`config.mk`:
```
export PLATFORM = sky130hd
export DESIGN_NAME = sram_arbiter
export DESIGN_NICKNAME = d
export VERILOG_FILES = /design/src/rtl/sram_arbiter_pkg.sv /design/src/rtl/sram_arbiter_slot_timer.sv /design/src/rtl/sram_arbiter.sv
export SDC_FILE = /design/constraint.sdc
export NUM_CORES = 1
export LEC_CHECK = 0
export CAP_MARGIN = 20
export CORE_AREA = 3 3 76 78
export DETAILED_ROUTE_END_ITERATION = 10
export DIE_AREA = 0 0 79 81
export PLACE_DENSITY = 0.87
export SLEW_MARGIN = 20
export SYNTH_ARGS = -nofsm -noshare
export SYNTH_HDL_FRONTEND = slang
export SYNTH_HIERARCHICAL = 1
export SYNTH_SLANG_ARGS = --single-unit
```
`constraint.sdc`:
```
create_clock -name clock -period 3.53 [get_ports clock]
set_clock_uncertainty 0.05 [all_clocks]
set_input_delay 1.059 -clock clock [delete_from_list [all_inputs] [get_ports clock]]
set_output_delay 1.059 -clock clock [all_outputs]
set_load 0.05 [all_outputs]
```
`src/rtl/sram_arbiter_pkg.sv`:
```
// Shared types and slot-phase constants for the SRAM arbiter.
// The 8-clock frame gives phases 0-3 to video and 4-7 to the CPU.
package sram_arbiter_pkg;

  typedef logic [2:0] phase_t;

  typedef enum logic [1:0] {
    StIdle,
    StVidRd,
    StCpuRd,
    StCpuWr
  } arb_state_e;

  typedef enum logic [1:0] {
    OpNone,
    OpRead,
    OpWrite
  } cpu_op_e;

  localparam phase_t VID_START = 3'd0;
  localparam phase_t VID_LATCH = 3'd2;
  localparam phase_t CEN_PH    = 3'd3;
  localparam phase_t CPU_START = 3'd4;
  localparam phase_t WE_PH     = 3'd5;
  localparam phase_t CPU_LATCH = 3'd6;
  localparam phase_t CEP_PH    = 3'd7;

  function automatic phase_t phase_inc(phase_t p);
    return p + 3'd1;
  endfunction

  // Strobes are active low; both strobes low at once is treated as no access.
  function automatic cpu_op_e cpu_decode(logic mreq_n, logic rd_n, logic wr_n);
    if (mreq_n) return OpNone;
    if (!rd_n && wr_n) return OpRead;
    if (!wr_n && rd_n) return OpWrite;
    return OpNone;
  endfunction

endpackage

```
`src/rtl/sram_arbiter_slot_timer.sv`:
```
// Free-running 3-bit frame phase counter with registered CPU clock-enable pulses.
// cen/cep are registered from the next phase so they line up with ph itself.
module slot_timer
  import sram_arbiter_pkg::*;
(
  input  logic   clock,
  input  logic   reset,
  output phase_t ph_o,
  output phase_t ph_next_o,
  output logic   cep_o,
  output logic   cen_o
);

  phase_t ph_q;
  logic   cep_q;
  logic   cen_q;

  assign ph_next_o = phase_inc(ph_q);

  always_ff @(posedge clock) begin
    if (reset) begin
      ph_q  <= VID_START;
      cep_q <= 1'b0;
      cen_q <= 1'b0;
    end else begin
      ph_q  <= ph_next_o;
      cen_q <= (ph_next_o == CEN_PH);
      cep_q <= (ph_next_o == CEP_PH);
    end
  end

  assign ph_o  = ph_q;
  assign cep_o = cep_q;
  assign cen_o = cen_q;

endmodule

```
`src/rtl/sram_arbiter.sv`:
```
// Time-sliced arbiter sharing one asynchronous SRAM between a video fetcher and a CPU.
// Every action is registered on the edge entering its phase, so all SRAM pins are glitch-free.
module sram_arbiter
  import sram_arbiter_pkg::*;
#(
  parameter int unsigned AW = 19
) (
  input  logic          clock,
  input  logic          reset,
  output logic          cep,
  output logic          cen,
  input  logic          cpu_mreq,
  input  logic          cpu_rd,
  input  logic          cpu_wr,
  input  logic [15:0]   cpu_a,
  input  logic [7:0]    cpu_do,
  output logic [7:0]    cpu_di,
  input  logic [AW-17:0] bank,
  input  logic          vid_req,
  input  logic [AW-1:0] vid_a,
  output logic          vid_ack,
  output logic [7:0]    vid_d,
  output logic [AW-1:0] sram_a,
  output logic [7:0]    sram_do,
  input  logic [7:0]    sram_di,
  output logic          sram_we
);

  phase_t     ph;
  phase_t     ph_next;
  cpu_op_e    cpu_op;
  arb_state_e state_q;

  logic [AW-1:0] sram_a_q;
  logic [7:0]    sram_do_q;
  logic          sram_we_q;
  logic          vid_ack_q;
  logic [7:0]    vid_d_q;
  logic [7:0]    cpu_di_q;

  slot_timer u_slot_timer (
    .clock     (clock),
    .reset     (reset),
    .ph_o      (ph),
    .ph_next_o (ph_next),
    .cep_o     (cep),
    .cen_o     (cen)
  );

  assign cpu_op = cpu_decode(cpu_mreq, cpu_rd, cpu_wr);

  always_ff @(posedge clock) begin
    if (reset) begin
      state_q   <= StIdle;
      sram_a_q  <= '0;
      sram_do_q <= '0;
      sram_we_q <= 1'b1;
      vid_ack_q <= 1'b0;
      vid_d_q   <= '0;
      cpu_di_q  <= 8'hFF;
    end else begin
      vid_ack_q <= 1'b0;
      sram_we_q <= 1'b1;
      unique case (state_q)
        StIdle: begin
          // Slot owners are only chosen on the edge entering their first phase.
          if (ph_next == VID_START) begin
            if (vid_req) begin
              sram_a_q <= vid_a;
              state_q  <= StVidRd;
            end
          end else if (ph_next == CPU_START) begin
            case (cpu_op)
              OpRead: begin
                sram_a_q <= {bank, cpu_a};
                state_q  <= StCpuRd;
              end
              OpWrite: begin
                sram_a_q  <= {bank, cpu_a};
                sram_do_q <= cpu_do;
                state_q   <= StCpuWr;
              end
              default: ;
            endcase
          end
        end
        StVidRd: begin
          // Data and ack land together so vid_d only moves in the ack cycle.
          if (ph_next == VID_LATCH) begin
            vid_d_q   <= sram_di;
            vid_ack_q <= 1'b1;
          end
          if (ph == VID_LATCH) state_q <= StIdle;
        end
        StCpuRd: begin
          if (ph == CPU_LATCH) begin
            cpu_di_q <= sram_di;
            state_q  <= StIdle;
          end
        end
        StCpuWr: begin
          // Address and data settle one phase before and hold one phase after the WE pulse.
          if (ph_next == WE_PH) sram_we_q <= 1'b0;
          if (ph == CPU_LATCH) state_q <= StIdle;
        end
        default: state_q <= StIdle;
      endcase
    end
  end

  assign sram_a  = sram_a_q;
  assign sram_do = sram_do_q;
  assign sram_we = sram_we_q;
  assign vid_ack = vid_ack_q;
  assign vid_d   = vid_d_q;
  assign cpu_di  = cpu_di_q;

endmodule

```
# Yosys cells after proc, flatten, opt, wreduce, memory -nomap -nowiden
# Index checks and enable logic that the tools add are counted.
classes:
  bitwise: 3
  reduce_logical: 17
  n_eq_ne: 18
  addsub: 1
  n_mux: 25
op_table:
  columns: ["operator", "count"]
  rows:
  - ["$mux W19", 4]
  - ["$mux W2", 11]
  - ["$eq A3 B3 Y1 const B", 4]
  - ["$eq A3 B2 Y1 const B", 3]
  - ["$mux W1", 8]
  - ["$reduce_and A4 Y1", 2]
  - ["$reduce_or A2 Y1", 4]
  - ["$eq A2 B2 Y1 const B", 3]
  - ["$ne A3 B3 Y1 const B", 2]
  - ["$pmux W2 S3", 1]
  - ["$reduce_and A5 Y1", 1]
  - ["$eq A2 B1 Y1 const B", 2]
  - ["$ne A2 B2 Y1 const B", 2]
  - ["$ne A4 B2 Y1 const B", 1]
  - ["$pmux W2 S2", 1]
  - ["$reduce_and A2 Y1", 2]
  - ["$reduce_bool A2 Y1", 2]
  - ["$add A3 B1 Y3 const B", 1]
  - ["$logic_not A3 Y1", 1]
  - ["$not A1 Y1", 3]
  - ["$logic_and A1 B1 Y1", 2]
  - ["$logic_not A1 Y1", 2]
  - ["$logic_not A2 Y1", 1]
  - ["$ne A2 B1 Y1 const B", 1]
totals:
  regBits: 52
  in_bits: 60
  wordCells: 74
  out_inout_bits: 47

# Longest topological paths before layout
# Gate-level depths: netlist of run 1.
logic_depth:
  ltp_word: 14
  mapped_depth: 9
  depth_no_buf: 7

# Cells and area by module
# The synthesis of run 1 kept the hierarchy.
by_module_without_submodules:
  columns: ["module", "cells_each", "instances", "seq_area_each_um2", "area_per_inst_um2"]
  rows:
  - ["sram_arbiter", 195, 1, 940.9, 2045.7]
  - ["slot_timer", 17, 1, 100.1, 180.2]

# Worst setup path before layout of run 1
# Ideal clock, no wire load.
synth_timing:
  kind: "input-to-reg"
  start: "in cpu_wr"
  end: "reg state_q[0]"
  path_stages: 6
  path_buffers: 0
  setup_time_ns: 0.095
  arrival_ns: 2.339
  t_required_ns: 3.385
  slack_ns: 1.046
  path_cell_list: "nor3b_1 -> ha_1 -> and2b_1 -> nor2_1 -> or4_1 -> a221oi_1"
synth_via:
  elab_chain_cells: 13
  word_cells_on_any_way: 21
  cone_classes: "3 x eq/ne; 14 x mux; 4 x reduce/logical"
synth_lines:
  columns: ["item", "line_no", "text"]
  rows:
  - ["start, declared", "sram_arbiter.sv:14", "input logic cpu_wr,"]
  - ["$logic_not A1 Y1", "sram_arbiter_pkg.sv:36", "if (!wr_n && rd_n) return OpWrite;"]
  - ["$logic_and A1 B1 Y1", "sram_arbiter_pkg.sv:36", null]
  - ["$mux W1 (2 in series)", "sram_arbiter_pkg.sv:36", null]
  - ["$mux W1", "sram_arbiter_pkg.sv:35", "if (!rd_n && wr_n) return OpRead;"]
  - ["$mux W2", "sram_arbiter_pkg.sv:37", "return OpNone;"]
  - ["$mux W2 *", "sram_arbiter_pkg.sv:36", null]
  - ["$mux W2 *", "sram_arbiter_pkg.sv:35", null]
  - ["$eq A2 B2 Y1 / $eq A2 B1 Y1 (equally long branches)", "sram_arbiter.sv:73", "case (cpu_op)"]
  - ["$pmux W2 S2", "sram_arbiter.sv:73", null]
  - ["$mux W2", "sram_arbiter.sv:72", "end else if (ph_next == CPU_START) begin"]
  - ["$mux W2", "sram_arbiter.sv:67", "if (ph_next == VID_START) begin"]
  - ["$pmux W2 S3", "sram_arbiter.sv:64", "unique case (state_q)"]
  - ["end signal, assigned", "sram_arbiter.sv:70", "state_q <= StVidRd;"]
  - ["end signal, assigned", "sram_arbiter.sv:76", "state_q <= StCpuRd;"]
  - ["end signal, assigned", "sram_arbiter.sv:81", "state_q <= StCpuWr;"]
  - ["end, declared", "sram_arbiter.sv:32", "arb_state_e state_q;"]
# Mark *: on every way between the ends. The rest lies on a longest branch, timed or not. The select of a mux whose other input is x is not followed.
# A chain may end at the register's enable or synchronous reset.

# Worst setup path after layout of run 1
layout_timing:
  start: "in cpu_rd"
  end: "reg state_q[0]"
layout_via:
  elab_chain_cells: 12
  word_cells_on_any_way: 21
  cone_classes: "3 x eq/ne; 14 x mux; 4 x reduce/logical"
layout_lines:
  columns: ["item", "line_no", "text"]
  rows:
  - ["start, declared", "sram_arbiter.sv:13", "input logic cpu_rd,"]
  - ["$logic_and A1 B1 Y1 / $logic_not A1 Y1 (equally long branches)", "sram_arbiter_pkg.sv:36, sram_arbiter_pkg.sv:35", null]
  - ["$mux W1 / $logic_and A1 B1 Y1 (equally long branches)", "sram_arbiter_pkg.sv:36, sram_arbiter_pkg.sv:35", null]
  - ["$mux W1 / $mux W2 (equally long branches)", "sram_arbiter_pkg.sv:36, sram_arbiter_pkg.sv:35", null]
  - ["$mux W1 / $mux W2 (equally long branches)", "sram_arbiter_pkg.sv:35, sram_arbiter_pkg.sv:36", null]
  - ["$mux W2", "sram_arbiter_pkg.sv:37", null]
  - ["$mux W2 *", "sram_arbiter_pkg.sv:36", null]
  - ["$mux W2 *", "sram_arbiter_pkg.sv:35", null]
  - ["$eq A2 B2 Y1 / $eq A2 B1 Y1 (equally long branches)", "sram_arbiter.sv:73", null]
  - ["$pmux W2 S2", "sram_arbiter.sv:73", null]
  - ["$mux W2", "sram_arbiter.sv:72", null]
  - ["$mux W2", "sram_arbiter.sv:67", null]
  - ["$pmux W2 S3", "sram_arbiter.sv:64", null]
# Marks and branches as above.

==> reports/results.ini, run 1 <==
[final_layout]
fillers=422
drive_gt1_share_pct=9.494
finalNetCount=378
area_growth_pct=54.86
final_area_mm2=0.003447
n_antenna_cell=0

[setup_path]
cp_data_arrival_time_ns=2.94
rr_endpoint=sram_do[2]$_SDFFE_PP0P_
required_ns=3.69
crit_start=cpu_rd
endpoint_kind=register
r2r_cells=7
crit_fanout=3
cpPeakStageDelay_ns=0.47
cp-start-kind=input port
cp_cell_sequence=clkdlybuf4s50_1 > nor3b_1 > ha_1 > and2b_1 > nor2_1 > or4_1 > a221oi_1
critPathKind=input port to register
cp_num_buf_inv=1
reg2reg_from=u_slot_timer/ph_o[0]$_SDFF_PP0_
r2r_slack_ns=1.15
crit_slowest_cell=clkdlybuf4s50_1
crit_family=simple AND/OR/NAND/NOR gates

[timing]
rsz0062_at_grt=false
hold_viol=0
whs_ns=0.4519
final.min_clock_period_ns=2.781
setup_viol=0
finalCritPeriodShare_pct=78.78
worst_slew_pin_slew_ns=0.7306
relSlewSlack_pct=51.30
slew_violations=0
tns_ns=0
fmax_mhz=359.6

[clocking]
cts_tree=yes
cts_hold_buffers=0
cts_setup_buffers=0
cts_buffers=5
clock_sink_count=52
clock_latency_ns=0.30
clk_pin_slew_ns=0.09
htreeDepth=2
root_buffer=clkbuf_8
cts_resized=0
cts_buffer_depth=2

[placement]
gp_congestion=0.7470
dp_hpwl_mm=4.251
place_area_mm2=0.003336
portBuffers=106

[pwr]
p_sw_w=0.0003798
vdd_drop_max_v=0.0002186
p_comb_share_pct=23.2
power.internal_w=0.0009645
pwr-share-clk_pct=30.2
p_leak_nw=1.177
pwr-share-seq_pct=46.7
power.density_mw_per_mm2=390.0
swShare_pct=28.25

[grt]
overflow=0
antenna_found_initial=0
track_usage_pct=17.96
grt_max_degree=39
grt_pass1_vias=1965
grt_pass1_wl_mm=9.204

[die]
rows=26
die_area_mm2=0.006399
pin_count=107
die-width_um=79
fp.dieH_um=81
core_mm2=0.005140
start_util_pct=43.31

[routing]
drt_pre_antenna_iters=4
via_per_inst=4.951
drc=0
vias=1911
ant_nets=0
routedWlPerCell_um=14.73
drt-initial-drc-count=83
routed_wl_mm=5.687

[synthesis]
synthCells=212
yosys.area.top_type=dfxtp_1
synth_top_area_share_pct=46.77
synth_area_leaders=dfxtp_1, mux2i_1, nor2_1
ys_seq_area_share_pct=46.77
synth_area_mm2=0.002226
avgSynthCellArea_um2=10.50
synth_cell_types=36
yosysWarnings=6
synth_nets=275
synth_seq_cells=52

[min_path]
holdPathStages=2
min_to=sram_a[8]$_SDFFE_PP0P_
hold_class=register to register
hold_start=sram_a[8]$_SDFFE_PP0P_

[run]
cap_violations=0

[outcome]
status=finished clean

## flip-flops by register name, summed over array words and instances (netlist names)
| name | cells |
|---|---|
| sram_a | 19 |
| cpu_di | 8 |
| sram_do | 8 |
| vid_d | 8 |
| u_slot_timer/ph_o | 3 |
| state_q | 2 |
| sram_we | 1 |
| u_slot_timer/cen_o | 1 |
| u_slot_timer/cep_o | 1 |
| vid_ack | 1 |
## worst max-delay path by stage
stage                                   end  cells past startpoint
floorplan           state_q[0]$_SDFFE_PP0P_                      6
global placement    state_q[0]$_SDFFE_PP0P_                      7
detailed placement  state_q[0]$_SDFFE_PP0P_                      7
CTS                 state_q[0]$_SDFFE_PP0P_                      7
global route        state_q[0]$_SDFFE_PP0P_                      7
finish              state_q[0]$_SDFFE_PP0P_                      7
## logic make-up (layout without fill, tap and decap cells)
group | Yosys count | after routing | synth area share (%)
adder cells (fa/ha/maj) | 3 | 3 | 1.687
flip-flops | 52 | 52 | 46.77
multiplexers | 35 | 35 | 15.74
buffers and inverters | 17 | 121 | 4.497
XOR/XNOR | 1 | 1 | 0.7309
AO/OA/AOI/OAI | 34 | 34 | 14.17
AND/OR/NAND/NOR | 70 | 70 | 16.41
## per-stage QoR
stage	setup WS, ns	utilization, %	power [W]	instances
after global placement	0.4842	64.90	0.0009451	378
after global routing	0.5818	67.06	0.001407	386
final	0.7491	67.06	0.001344	386
after detailed placement	0.4444	64.90	0.0009531	378
after CTS	0.7496	67.06	0.001358	386
after floorplan	1.046	-	0.0008232	212
## placed cells by master (no fill, tap or decap), types with 5 or more instances in the layout
cell	count
a211o_1	8
clkdlybuf4s50_1	105
a211oi_1	9
mux2i_1	35
dfxtp_1	52
nor2b_1	9
nor2_1	42
clkbuf_8	5
a211oi_2	10
## cell usage after synthesis, drive strengths merged
master    n
nor4bb    1
nor2     44
nand2     1
clkbuf    5
and2b     3
o21a      1
or4       1
a221oi    1
o41ai     1
ha        3
buf       9
a211o     8
a2bb2oi   1
nor3      1
and3      1
nand4b    1
o21ai     1
nor3b     2
o311ai    1
inv       3
xnor2     1
nor4      1
nand3     1
a211oi   19
a21oi     1
nand3b    1
dfxtp    52
nor4b     1
mux2i    35
nand2b    2
nor2b     9
## worst reg2reg max path, stage by stage, from the launching register on
cell     delay (ns)
dfxtp_1        0.41
inv_1          0.19
ha_1           0.35
inv_1          0.14
nor4_4         0.28
and3_1         0.50
mux2i_1        0.27
nor2_1         0.05
## power by group through the flow
stage	combinational, W	sequential (W)	clock [W]
2_1_floorplan	0.000118	0.000705	0
3_3_place_gp	0.000306	0.000639	0
3_5_place_dp	0.000312	0.000641	0
4_1_cts	0.000314	0.000627	0.000416
5_1_grt	0.000332	0.000631	0.000444
6_report	0.000311	0.000627	0.000406
## per-layer routing
metal / track usage, % / part of all wire (%) / routed length (um)
met5: 0 / 0 / 0
met4: 4.639 / 0.81 / 46
met3: 4.435 / 5.0 / 283
met2: 34.60 / 54 / 3068
met1: 19.56 / 40 / 2290
## layout make-up
cell class / count / area, um2 / share of cell area (%)
Clock inverter: 3 / 42.54 / 1.234
Sequential cell: 52 / 1041 / 30.20
Timing Repair Buffer: 110 / 1099 / 31.87
Clock buffer: 5 / 68.82 / 1.996
Tap cell: 70 / 87.58 / 2.541
Multi-Input combinational cell: 143 / 1097 / 31.83
Inverter: 3 / 11.26 / 0.3267
Power figures use the tool's default switching activity.
==> run 2, diff against run 1 <==
--- a/config.mk
+++ b/config.mk
@@ -6,10 +6,10 @@
 export NUM_CORES = 1
 export LEC_CHECK = 0
 export CAP_MARGIN = 20
-export CORE_AREA = 3 3 76 78
+export CORE_AREA = 3 3 79 81
 export DETAILED_ROUTE_END_ITERATION = 10
-export DIE_AREA = 0 0 79 81
-export PLACE_DENSITY = 0.87
+export DIE_AREA = 0 0 82 84
+export PLACE_DENSITY = 0.81
 export SLEW_MARGIN = 20
 export SYNTH_ARGS = -nofsm -noshare
 export SYNTH_HDL_FRONTEND = slang
==> constraint.sdc (replaced) <==
create_clock -name clock -period 2.75 [get_ports clock]
set_clock_uncertainty 0.05 [all_clocks]
set_input_delay 0.825 -clock clock [delete_from_list [all_inputs] [get_ports clock]]
set_output_delay 0.825 -clock clock [all_outputs]
set_load 0.05 [all_outputs]
==> run 2 against run 1 <==
  * Sequential power up 28%
  * Cell area up 0.80%
  * Die area up 7.6%
  * Routed wire length down 4.5%
  * Sequential share of layout area down 0.24 points
  * Non-clock buffer count up 2
  * Highest routed layer unchanged
==> reports/results.ini, run 2 (synthesized netlist as in run 1, its figures left out) <==
[pwr]
pwr-share-seq_pct=46.0
power_w=0.001749
power.density_mw_per_mm2=503.5
swShare_pct=27.50
pwr-share-clk_pct=31.2
p_leak_nw=1.194
vdd_drop_max_v=0.0003384
p_comb_share_pct=22.8
p_sw_w=0.0004811
power.internal_w=0.001268

[final_layout]
n_antenna_cell=0
drive_gt1_share_pct=10.06
final_cell_mix=clkdlybuf4s50_1, dfxtp_1, nor2_1, mux2i_1, a211oi_2
largest_reg_flops=19
seqCellArea_mm2=0.001041
final_common_cell=clkdlybuf4s50_1
multi_input_area_mm2=0.001097
area_growth_pct=56.10
fin_util_pct=62.71
fillers=482
finalNonFillerCells=390
finalNetCount=380

[grt]
track_usage_pct=15.99
grt_pass1_wl_mm=8.652
grt_max_degree=39
overflow=0
antenna_found_initial=0
grt_pass1_vias=1874

[routing]
ant_nets=0
drt-initial-drc-count=128
routedWlPerCell_um=13.93
routed_wl_mm=5.432
vias=1900
via_per_inst=4.872
drt_pre_antenna_iters=4
drc=0

[die]
die_area_mm2=0.006888
fp.dieH_um=84
start_util_pct=40.18
die-width_um=82
rows=27
core_mm2=0.005540
pin_count=107

[setup_path]
endpoint_kind=register
required_ns=2.92
cp_data_arrival_time_ns=2.65
critPathKind=input port to register
crit_fanout=38
cp-start-kind=input port
r2r_cells=7

[clocking]
cts_resized=0
cts_buffer_depth=2
cts_setup_buffers=0
cts_hold_buffers=0
root_buffer=clkbuf_8
clock_sink_count=52
clk_pin_slew_ns=0.09
clock_latency_ns=0.31
cts_tree=yes
htreeDepth=2
cts_buffers=5

[min_path]
holdPathStages=1
hold_class=register to register

[timing]
slew_violations=0
hold_viol=0
worst_slew_pin_slew_ns=0.6040
rsz0062_at_grt=false
finalCritPeriodShare_pct=90.14
final.min_clock_period_ns=2.479
fmax_mhz=403.4
setup_viol=0
relSlewSlack_pct=59.69

[placement]
gp_congestion=0.6976
portBuffers=106
dp.cells=382
dp_hpwl_mm=4.059

[run]
cap_violations=0

[outcome]
status=finished clean

[run 2: cell count changes in the layout (fill, tap and decap cells not counted), sizes merged]
cell / before / now
clkbuf: 5 / 6
clkinvlp: 1 / 0
buf: 5 / 7
[run 2: critical path, stage by stage]
cell and delay [ns]:
clkdlybuf4s50_1 0.47, nor3b_1 0.19, ha_1 0.25, and2b_1 0.22
o21a_1 0.19, buf_12 0.21, nor2_1 0.06, a211oi_1 0.23
[run 2: metal layers]
| layer | GRT usage, % | wire length [um] | up-vias |
|---|---|---|---|
| li1 | - | - | 961 |
| met1 | 17.93 | 2185 | 879 |
| met2 | 27.55 | 2738 | 53 |
| met3 | 4.860 | 434 | 7 |
| met4 | 6.344 | 73 | 0 |
| met5 | 0 | 0 | - |
[run 2: layout make-up]
class                      count  share of cell area, %
clock inverter                 2                  1.116
sequential                    52                  29.96
tap                           72                  2.593
multi-input combinational    143                  31.58
timing repair buffer         112                  32.05
clock buffer                   6                  2.377
inverter                       3                 0.3241
[run 2: metrics by stage]
stage | setup TNS (ns) | hold WS (ns) | area, um2 | setup WS (ns)
2_1_floorplan | 0 | 0.3929 | 2226 | 0.4995
3_3_place_gp | -0.02190 | 0.4157 | 3353 | -0.02115
3_5_place_dp | -0.5098 | 0.4185 | 3353 | -0.06146
4_1_cts | 0 | 0.4462 | 3475 | 0.2588
5_1_grt | 0 | 0.4772 | 3475 | 0.06284
6_report | 0 | 0.4384 | 3475 | 0.2712
[run 2: final timing paths]
kind | slack (ns) | start | to
setup / recovery | 0.27 | cpu_rd | sram_a[11]$_SDFFE_PP0P_
setup reg to reg | 0.48 | u_slot_timer/ph_o[0]$_SDFF_PP0_ | sram_a[0]$_SDFFE_PP0P_
hold reg to reg | 0.44 | u_slot_timer/ph_o[0]$_SDFF_PP0_ | u_slot_timer/ph_o[0]$_SDFF_PP0_
hold / removal | 0.44 | u_slot_timer/ph_o[0]$_SDFF_PP0_ | u_slot_timer/ph_o[0]$_SDFF_PP0_
[run 2: power groups by stage]
stage / Sequential [W] / Clock [W] / Combinational [W]
after detailed placement: 0.000822 / 0 / 0.000402
after global placement: 0.000821 / 0 / 0.000396
final: 0.000804 / 0.000546 / 0.000399
after floorplan: 0.000905 / 0 / 0.000152
after global routing: 0.000809 / 0.000594 / 0.000427
after CTS: 0.000805 / 0.000567 / 0.000404
